[src/rtl/ca_rule_scheduler.sv]
// Rule-table sequencer for the cellular-automaton VGA datapath: scroll position, rule/colour
// selection and reseed requests. Define CA_RULE_WRITE_EN to make the rule table writable.
module ca_rule_scheduler #(
    parameter int unsigned NUM_RULES = 8,
    parameter int unsigned BAND_ROWS = 256,
    localparam int unsigned IDX_W = $clog2(NUM_RULES),
    localparam int unsigned BAND_W = $clog2(BAND_ROWS),
    localparam int unsigned POS_W = IDX_W + BAND_W
) (
    input  logic             clk,
    input  logic             rst_n,
    input  logic             frame_start_i,
    input  logic             row_tick_i,
    input  logic [1:0]       mode_i,
    input  logic             btn_next_i,
    input  logic             btn_reseed_i,
    input  logic             wr_en_i,
    input  logic [IDX_W-1:0] wr_addr_i,
    input  logic [7:0]       wr_data_i,
    output logic [7:0]       rule_o,
    output logic [IDX_W-1:0] rule_idx_o,
    output logic [5:0]       rule_color_o,
    output logic             reseed_o
);

    localparam logic [1:0] ModeAuto   = 2'b00;
    localparam logic [1:0] ModeSingle = 2'b10;
    localparam logic [5:0] ColorGrey  = 6'b010101;

    function automatic logic [7:0] rom_val(input int unsigned i);
        case (i % 8)
            0:       return 8'd30;
            1:       return 8'd110;
            2:       return 8'd22;
            3:       return 8'd73;
            4:       return 8'd90;
            5:       return 8'd146;
            6:       return 8'd105;
            default: return 8'd102;
        endcase
    endfunction

    // Synchronizers and edge-detect history
    logic [1:0] mode_s1_q, mode_s2_q;
    logic       next_s1_q, next_s2_q, next_prev_q;
    logic       rsd_s1_q, rsd_s2_q, rsd_prev_q;

    always_ff @(posedge clk or negedge rst_n) begin
        if (!rst_n) begin
            mode_s1_q   <= 2'b00;
            mode_s2_q   <= 2'b00;
            next_s1_q   <= 1'b0;
            next_s2_q   <= 1'b0;
            next_prev_q <= 1'b0;
            rsd_s1_q    <= 1'b0;
            rsd_s2_q    <= 1'b0;
            rsd_prev_q  <= 1'b0;
        end else begin
            mode_s1_q   <= mode_i;
            mode_s2_q   <= mode_s1_q;
            next_s1_q   <= btn_next_i;
            next_s2_q   <= next_s1_q;
            next_prev_q <= next_s2_q;
            rsd_s1_q    <= btn_reseed_i;
            rsd_s2_q    <= rsd_s1_q;
            rsd_prev_q  <= rsd_s2_q;
        end
    end

    // Scheduler state
    logic [1:0]       mode_q, mode_d;
    logic [POS_W-1:0] pos_q, pos_d;
    logic [POS_W-1:0] base_q, base_d;
    logic [IDX_W-1:0] sel_q, sel_d;
    logic             pend_q, pend_d;

    // Registered outputs
    logic [7:0]       rule_q, rule_d;
    logic [IDX_W-1:0] idx_q, idx;
    logic [5:0]       color_q, color_d;
    logic             reseed_q, reseed_d;

    logic             is_single, is_auto, next_edge, reseed_edge;
    logic [IDX_W-1:0] band_inc;
    logic [POS_W-1:0] jump_base;
    logic [7:0]       table_rd;

    assign is_single   = (mode_q == ModeSingle);
    assign is_auto     = (mode_q == ModeAuto);
    assign next_edge   = next_s2_q & ~next_prev_q;
    assign reseed_edge = rsd_s2_q & ~rsd_prev_q;
    assign band_inc    = base_q[POS_W-1:BAND_W] + IDX_W'(1);
    assign jump_base   = {band_inc, {BAND_W{1'b0}}};
    assign idx         = is_single ? sel_q : pos_q[POS_W-1:BAND_W];

`ifdef CA_RULE_WRITE_EN
    logic [7:0] table_q [NUM_RULES];

    always_ff @(posedge clk or negedge rst_n) begin
        if (!rst_n) begin
            for (int unsigned i = 0; i < NUM_RULES; i++) begin
                table_q[i] <= rom_val(i);
            end
        end else if (wr_en_i) begin
            table_q[wr_addr_i] <= wr_data_i;
        end
    end

    assign table_rd = table_q[idx];
`else
    logic unused_wr;
    assign unused_wr = ^{wr_en_i, wr_addr_i, wr_data_i};
    assign table_rd  = rom_val(32'(idx));
`endif

    always_comb begin
        mode_d   = mode_q;
        pos_d    = pos_q;
        base_d   = base_q;
        sel_d    = sel_q;
        pend_d   = pend_q;
        reseed_d = 1'b0;

        // A band jump overrides the per-frame auto-scroll increment
        if (next_edge && !is_single) begin
            base_d = jump_base;
        end else if (frame_start_i && is_auto) begin
            base_d = base_q + POS_W'(1);
        end

        if (frame_start_i) begin
            pos_d  = base_d;
            mode_d = mode_s2_q;
        end else if (row_tick_i) begin
            pos_d = pos_q + POS_W'(1);
        end

        if (next_edge && is_single) begin
            sel_d = sel_q + IDX_W'(1);
        end

        // A press landing on the issuing frame_start stays pending for the next frame
        if (frame_start_i && pend_q) begin
            reseed_d = 1'b1;
        end
        pend_d = reseed_edge | (pend_q & ~frame_start_i);

        rule_d  = table_rd;
        color_d = (table_rd[6:1] != 6'd0) ? table_rd[6:1] : ColorGrey;
    end

    always_ff @(posedge clk or negedge rst_n) begin
        if (!rst_n) begin
            mode_q   <= ModeAuto;
            pos_q    <= '0;
            base_q   <= '0;
            sel_q    <= '0;
            pend_q   <= 1'b1;
            rule_q   <= 8'd30;
            idx_q    <= '0;
            color_q  <= 6'b001111;
            reseed_q <= 1'b0;
        end else begin
            mode_q   <= mode_d;
            pos_q    <= pos_d;
            base_q   <= base_d;
            sel_q    <= sel_d;
            pend_q   <= pend_d;
            rule_q   <= rule_d;
            idx_q    <= idx;
            color_q  <= color_d;
            reseed_q <= reseed_d;
        end
    end

    assign rule_o       = rule_q;
    assign rule_idx_o   = idx_q;
    assign rule_color_o = color_q;
    assign reseed_o     = reseed_q;

endmodule
[config.mk]
export PLATFORM = sky130hd
export DESIGN_NAME = ca_rule_scheduler
export DESIGN_NICKNAME = d
export VERILOG_FILES = /design/src/rtl/ca_rule_scheduler.sv
export SDC_FILE = /design/constraint.sdc
export NUM_CORES = 1
export LEC_CHECK = 0
export ABC_AREA = 1
export BUFFER_PORTS_ARGS = -buffer_cell sky130_fd_sc_hd__buf_2
export CORE_MARGIN = 2
export CORE_UTILIZATION = 30
export DETAILED_ROUTE_END_ITERATION = 16
export GPL_TIMING_DRIVEN = 0
export SETUP_SLACK_MARGIN = 0.2
export SYNTH_ARGS = -nofsm -noshare
export SYNTH_HDL_FRONTEND = slang
export SYNTH_SLANG_ARGS = --single-unit
[constraint.sdc]
create_clock -name clk -period 2.7 [get_ports clk]
set_clock_uncertainty 0.15 [all_clocks]
set_input_delay 0.54 -clock clk [delete_from_list [all_inputs] [get_ports clk]]
set_output_delay 0.54 -clock clk [all_outputs]
set_load 0.01 [all_outputs]
=== After elaboration in Yosys (flattened, before gate mapping) ===
Cells that the tools add are included.

* Register bits: 56
* Output and inout bits: 18

* $add $sub $neg: 4
* Equal/unequal tests: 7
* Mux-type cells: 8
* Bitwise operators: 7
* Reduce and logical (&&, ||, !) cells: 9

{| class="wikitable"
|+ Operators by type and width
! operator !! number
|-
| $pmux 8 s7 || 1
|-
| $mux 11 || 4
|-
| $logic_not 32->1 || 1
|-
| $add 11x1->11 const B || 2
|-
| $eq 3x3->1 const B || 3
|-
| $add 3x1->3 const B || 2
|-
| $eq 3x2->1 const B || 2
|-
| $mux 6 || 1
|-
| $reduce_bool 6->1 || 1
|-
| $logic_and 1x1->1 || 4
|-
| $and 1x1->1 || 3
|-
| $eq 3x1->1 const B || 1
|-
| $mux 3 || 1
|-
| $not 1->1 || 3
|-
| $eq 2x2->1 const B || 1
|-
| $logic_not 2->1 || 1
|-
| $reduce_bool 2->1 || 1
|-
| $logic_not 1->1 || 1
|-
| $mux 1 || 1
|-
| $or 1x1->1 || 1
|}

=== Depth between registers and ports, before layout ===
* Depth in word-level cells: 6
* Gate-level depth with buffers: 10
* Gate-level depth less buffers: 10

=== Worst setup path before layout ===
No wires, ideal clock.

* Path type: input to register
* Start point: in frame_start_i
* End point: reg pos_q[10]
* Library setup time: 0.113 ns
* Data arrival time: 1.295 ns
* Required time: 2.437 ns
* Path slack: 1.142 ns
* Stages on the path: 7
* Buffers on the path: 1
* Cell sequence: buf_2 nor2_1 inv_1 o21ai_0 inv_1 nand2_1 inv_1

* Longest elaborated chain between the ends: 4
* Elaborated cells between the ends (all ways): 5

{| class="wikitable"
|+ Ends and longest elaborated chain
! what !! RTL line !! text
|-
| start: declaration || 12 || <nowiki>input logic frame_start_i,</nowiki>
|-
| $logic_and 1x1->1 || 127 || <nowiki>end else if (frame_start_i && is_auto) begin</nowiki>
|-
| $mux 11 || 127 ||
|-
| $mux 11 || 125 || <nowiki>if (next_edge && !is_single) begin</nowiki>
|-
| $mux 11 || 131 || <nowiki>if (frame_start_i) begin</nowiki>
|-
| end signal: assignment || 165 || <nowiki>pos_q <= pos_d;</nowiki>
|-
| end: declaration || 72 || <nowiki>logic [POS_W-1:0] pos_q, pos_d;</nowiki>
|}

Parallel ways exist; a longest one is shown, timed or not.
A chain may end at the register's enable or synchronous reset.

=== Worst setup path after layout ===
* Start point: reg mode_q[1]
* End point: reg pos_q[9]

* Longest elaborated chain between the ends: 5
* Elaborated cells between the ends (all ways): 8

{| class="wikitable"
|+ Ends and longest elaborated chain
! what !! RTL line !! text
|-
| start: declaration || 71 || <nowiki>logic [1:0] mode_q, mode_d;</nowiki>
|-
| start signal: assignment || 154 || <nowiki>mode_q <= ModeAuto;</nowiki>
|-
| start signal: assignment || 164 || <nowiki>mode_q <= mode_d;</nowiki>
|-
| $logic_not 2->1 / $eq 2x2->1 (equally long branches) || 89, 88 ||
|-
| $logic_and 1x1->1 / $logic_not 1->1 (equally long branches) || 127, 125 ||
|-
| $mux 11 / $logic_and 1x1->1 (equally long branches) || 127, 125 ||
|-
| $mux 11 * || 125 ||
|-
| $mux 11 * || 131 ||
|}

Mark *: on every way between the ends. The rest lies on a longest branch, timed or not.

==> impl_summary.md <==
Timing
The worst relative slew slack is 0.223. Setup repair after global routing left no endpoint under its margin. The highest achievable clock rate is 557 MHz. After layout, the worst setup slack is just over 0.9 ns.

The final count of hold timing violations came to 0. The number of max-slew violations in the final report came to 0. The number of setup violations in the final report is 0. Counting I/O delays and the setup requirement, the final critical path takes between 1.5 and 2 ns. After routing, the total negative slack on setup checks comes to 0 ns. The slew at the pin closest to its max-slew limit is 1.17 ns. The portion of the clock cycle consumed by the worst path in the final layout is 0.665.

Global routing
The first global-routing pass estimated 7730 um of wire. The initial antenna violation count is 1. The maximum number of pins on one net before global-route repair is 56. The total track usage is 0.112. The total grt overflow is 0. The number of global-route vias before repair was 1717.

Clock tree
The deepest clock path buffer count is 2. The TritonCTS buffer count is 5. After clock tree synthesis, the setup repair step added 0 buffers.

The number of hold buffers added after CTS is 0. The cell sitting at the root of the clock tree is a sky130_fd_sc_hd__clkbuf_8. The later pin in the worst-skew pair is clocked with a latency of between 0.3 and 0.4 ns. The H-tree depth is 2. The number of sinks driven by the clock tree is 55. The count of instances resized after the clock tree is built is 0. After clock tree synthesis, the clock-pin slew on the worst setup and hold paths is 0.09 ns. TritonCTS built the clock tree.

Worst hold path
The worst hold path class is input port to register. The startpoint identified for the worst hold timing path is mode_i[0].

Synth
The most common cell in the synthesized netlist is sky130_fd_sc_hd__nand2_1. For this run, the number of Yosys warnings is 0. The share of the synthesized area in compound gates (AO/OA/AOI/OAI) was 0.0777.

Ranked by total cell area, the synthesized netlist is headed by sky130_fd_sc_hd__dfrtp_1 48%, sky130_fd_sc_hd__nand2_1 8.9%, sky130_fd_sc_hd__dfstp_2 8.6%, sky130_fd_sc_hd__inv_1 4.9%, sky130_fd_sc_hd__nor2_1 4.0%. The count of flip-flops with a built-in enable after synthesis is 0. The portion of the post-synthesis area used by sequential elements is 0.567. Of the post-synthesis cell area, the dominant cell type holds 0.481. Of the total synthesized cell area, the portion taken by full adders, half adders and majority gates is 0.0205. The average cell area after synthesis is 9.34 um2. When the netlist entered floorplanning its net count stood at 286. Measured against the total synthesized area, the mux share comes to 0. The most area-hungry cell type in the Yosys netlist is sky130_fd_sc_hd__dfrtp_1.

The xor and xnor area share after synthesis is 0.0281. The synthesized cell area is about 0.0024 mm2. Of all flip-flops after synthesis, the portion carrying an async set or reset was 1.00. Synthesis handed over a netlist of 262 instances. The most used flip-flop cell after synthesis is sky130_fd_sc_hd__dfrtp_1. The number of flip-flops and latches in the synthesized netlist is 55.

The netlist uses 36 different library cells. By area, the combinational part of the netlist is dominated by simple AND/OR/NAND/NOR gates. The simple-gate area share of the yosys netlist is 0.241. By count the netlist is led by 58 x sky130_fd_sc_hd__nand2_1, 47 x sky130_fd_sc_hd__dfrtp_1, 32 x sky130_fd_sc_hd__inv_1.

Floorplanning
The effective utilization at floorplan is 0.313. The width of the die is 94.3 um. The y dimension of the die is 94.3 um. The standard cell core area is 0.00781 mm2.

The floorplan step defined a die boundary enclosing 0.00889 mm2. The site row count is 32. The number of top-level pins is 38.

Critical path
Traced cell by cell, the critical path runs through nor2_1 > nand2_2 > nor2_1 > nand4_1 > nand3_1 > nand3_1 > and2_1. The start-to-end type of the worst setup path is register to register. The required time of the critical path is around 2.8 ns. In this run the critical register-to-register path is launched from mode_q[1]. The arrival time at the worst endpoint is 1.85 ns. The largest driver fanout on the critical path is 5. In this run the worst setup path begins at mode_q[1].

The kind of launch point of the worst setup path is a register. The setup check on the worst reg-to-reg path leaves a slack of 0.91 ns. The cell type of the slowest stage on the worst timing path is sky130_fd_sc_hd__dfrtp_1. STA classifies the critical path endpoint as a register. The highest cell delay on the worst timing path is 0.43 ns.

Pwr
In this run the power density over the cells is 818 mW/mm2. Summed over all cells, the static leakage comes to 1.34 nW. The peak supply drop is 0.323 mV. The total design power is 0.00228 W.

Routing
The highest metal layer with signal wires is met5. In the routed design, unresolved DRC markers number 0. The count of routing violations after the opening detailed-route iteration is around 150. The detailed-routed wire length on met3 is 216 um. The detailed-routed wire length on met2 is between 2000 and 2500 um. Dividing the detail-routed wire length by the instance count gives between 10 and 15 um. The total number of vias is 1736.

Once detail routing completed, the nets flagged for antenna violations numbered 0. The number of optimization iterations in the first detailed-route pass is 4. The detailed router put a total of 2020 um of wire on met1.

The number of vias per cell after detailed routing is 4.37. The final routed wirelength across all metal layers is between 4000 and 5000 um.

Place
At the end of routability-driven placement, the weighted congestion stood at approximately 0.87. The HPWL after detailed placement is 3260 um. Timing analysis after detailed placement gives a worst setup slack of 0.782 ns. The placed instance area is approximately 0.0027 mm2. The number of input and output port buffers inserted is 25.

Finish
The design area is 0.00278 mm2. At the end of the flow, the number of nets in the layout was ~320. Of the cells placed in the final design, the portion with a size suffix greater than 1 is 0.231.

The area growth from synthesis to layout is 13.8%. The number of inserted diodes is 0.

Job
Max-cap violations in this run came to 0.

Outcome
The run finished with clean final reports.
==> report_power, final <==
group | total [W] | internal [W] | switching (W)
clock network | 0.000436 | 0.000184 | 0.000252
logic | 0.000665 | 0.000257 | 0.000408
registers | 0.00118 | 0.00106 | 0.000114
total | 0.00228 | 0.00150 | 0.000775
==> per-layer routing <==
layer	up-vias	GRT usage
li1	894	-
met1	797	0.145
met2	33	0.179
met3	10	0.0257
met4	2	0.0471
met5	-	0
==> cell families after synthesis <==
logic type | count (synthesis)
buffers and inverters | 41
xor gates and xnor gates | 7
and+or+nand+nor | 125
adders and majority gates | 4
DFF | 55
AOI/OAI and AO/OA | 30
==> layout by cell type, fill, tap and decap left out, types with 2 or more instances in the layout <==
master and count:
sky130_fd_sc_hd__inv_2 6, sky130_fd_sc_hd__dfstp_2 8, sky130_fd_sc_hd__o21ai_2 2, sky130_fd_sc_hd__nand2_4 2, sky130_fd_sc_hd__o21ai_0 6, sky130_fd_sc_hd__xor2_1 2
sky130_fd_sc_hd__clkbuf_8 5, sky130_fd_sc_hd__o211ai_1 2, sky130_fd_sc_hd__inv_1 32, sky130_fd_sc_hd__nand3_2 2, sky130_fd_sc_hd__nor3_2 2, sky130_fd_sc_hd__nor2_1 26
sky130_fd_sc_hd__ha_1 4, sky130_fd_sc_hd__nand2_2 6, sky130_fd_sc_hd__nand3_1 19, sky130_fd_sc_hd__nand4_1 4, sky130_fd_sc_hd__buf_2 27, sky130_fd_sc_hd__xnor2_1 4
sky130_fd_sc_hd__dfrtp_1 47, sky130_fd_sc_hd__clkbuf_1 2, sky130_fd_sc_hd__nand2_1 58, sky130_fd_sc_hd__a21oi_1 12
==> metrics by stage <==
stage	cells	hold WS (ns)	util
floorplan	262	0.0944	-
global placement	389	0.182	0.346
detailed placement	389	0.186	0.346
CTS	397	0.172	0.356
global route	397	0.161	0.356
finish	397	0.185	0.356
==> cell type report <==
class	count	area (um2)
repair buffers	25	125
well taps	102	128
flip-flops and latches	55	1390
plain buffers	3	17.5
multi-input cells	166	900
fillers	813	5020
inverters	38	143
clock buffers	7	76.3
clock inverters	1	7.51
==> worst paths after layout <==
kind | to | depth (start not counted)
worst max-delay path | pos_q[9] | 7
min in group asynchronous | base_q[9] | 1
worst min-delay path | mode_s1_q[0] | 1
max in group asynchronous | base_q[2] | 1
worst min register to register | mode_s2_q[1] | 0
worst max register to register | pos_q[9] | 7
==> sequential cells by signal, indices dropped and copies added, names as in the netlist <==
register / flops
rsd_s1_q: 1
next_s1_q: 1
rule_idx_o: 3
rule_color_o: 6
next_prev_q: 1
rsd_prev_q: 1
sel_q: 3
pend_q: 1
mode_s2_q: 2
mode_s1_q: 2
next_s2_q: 1
base_q: 11
rsd_s2_q: 1
mode_q: 2
pos_q: 11
reseed_o: 1
rule_o: 7
==> critical path, delay by kind of cell (launching register included) <==
family / cells / cell delay (ns)
and+or+nand+nor: 7 / 1.12
DFF: 1 / 0.43
Power figures use the tool's default switching activity.
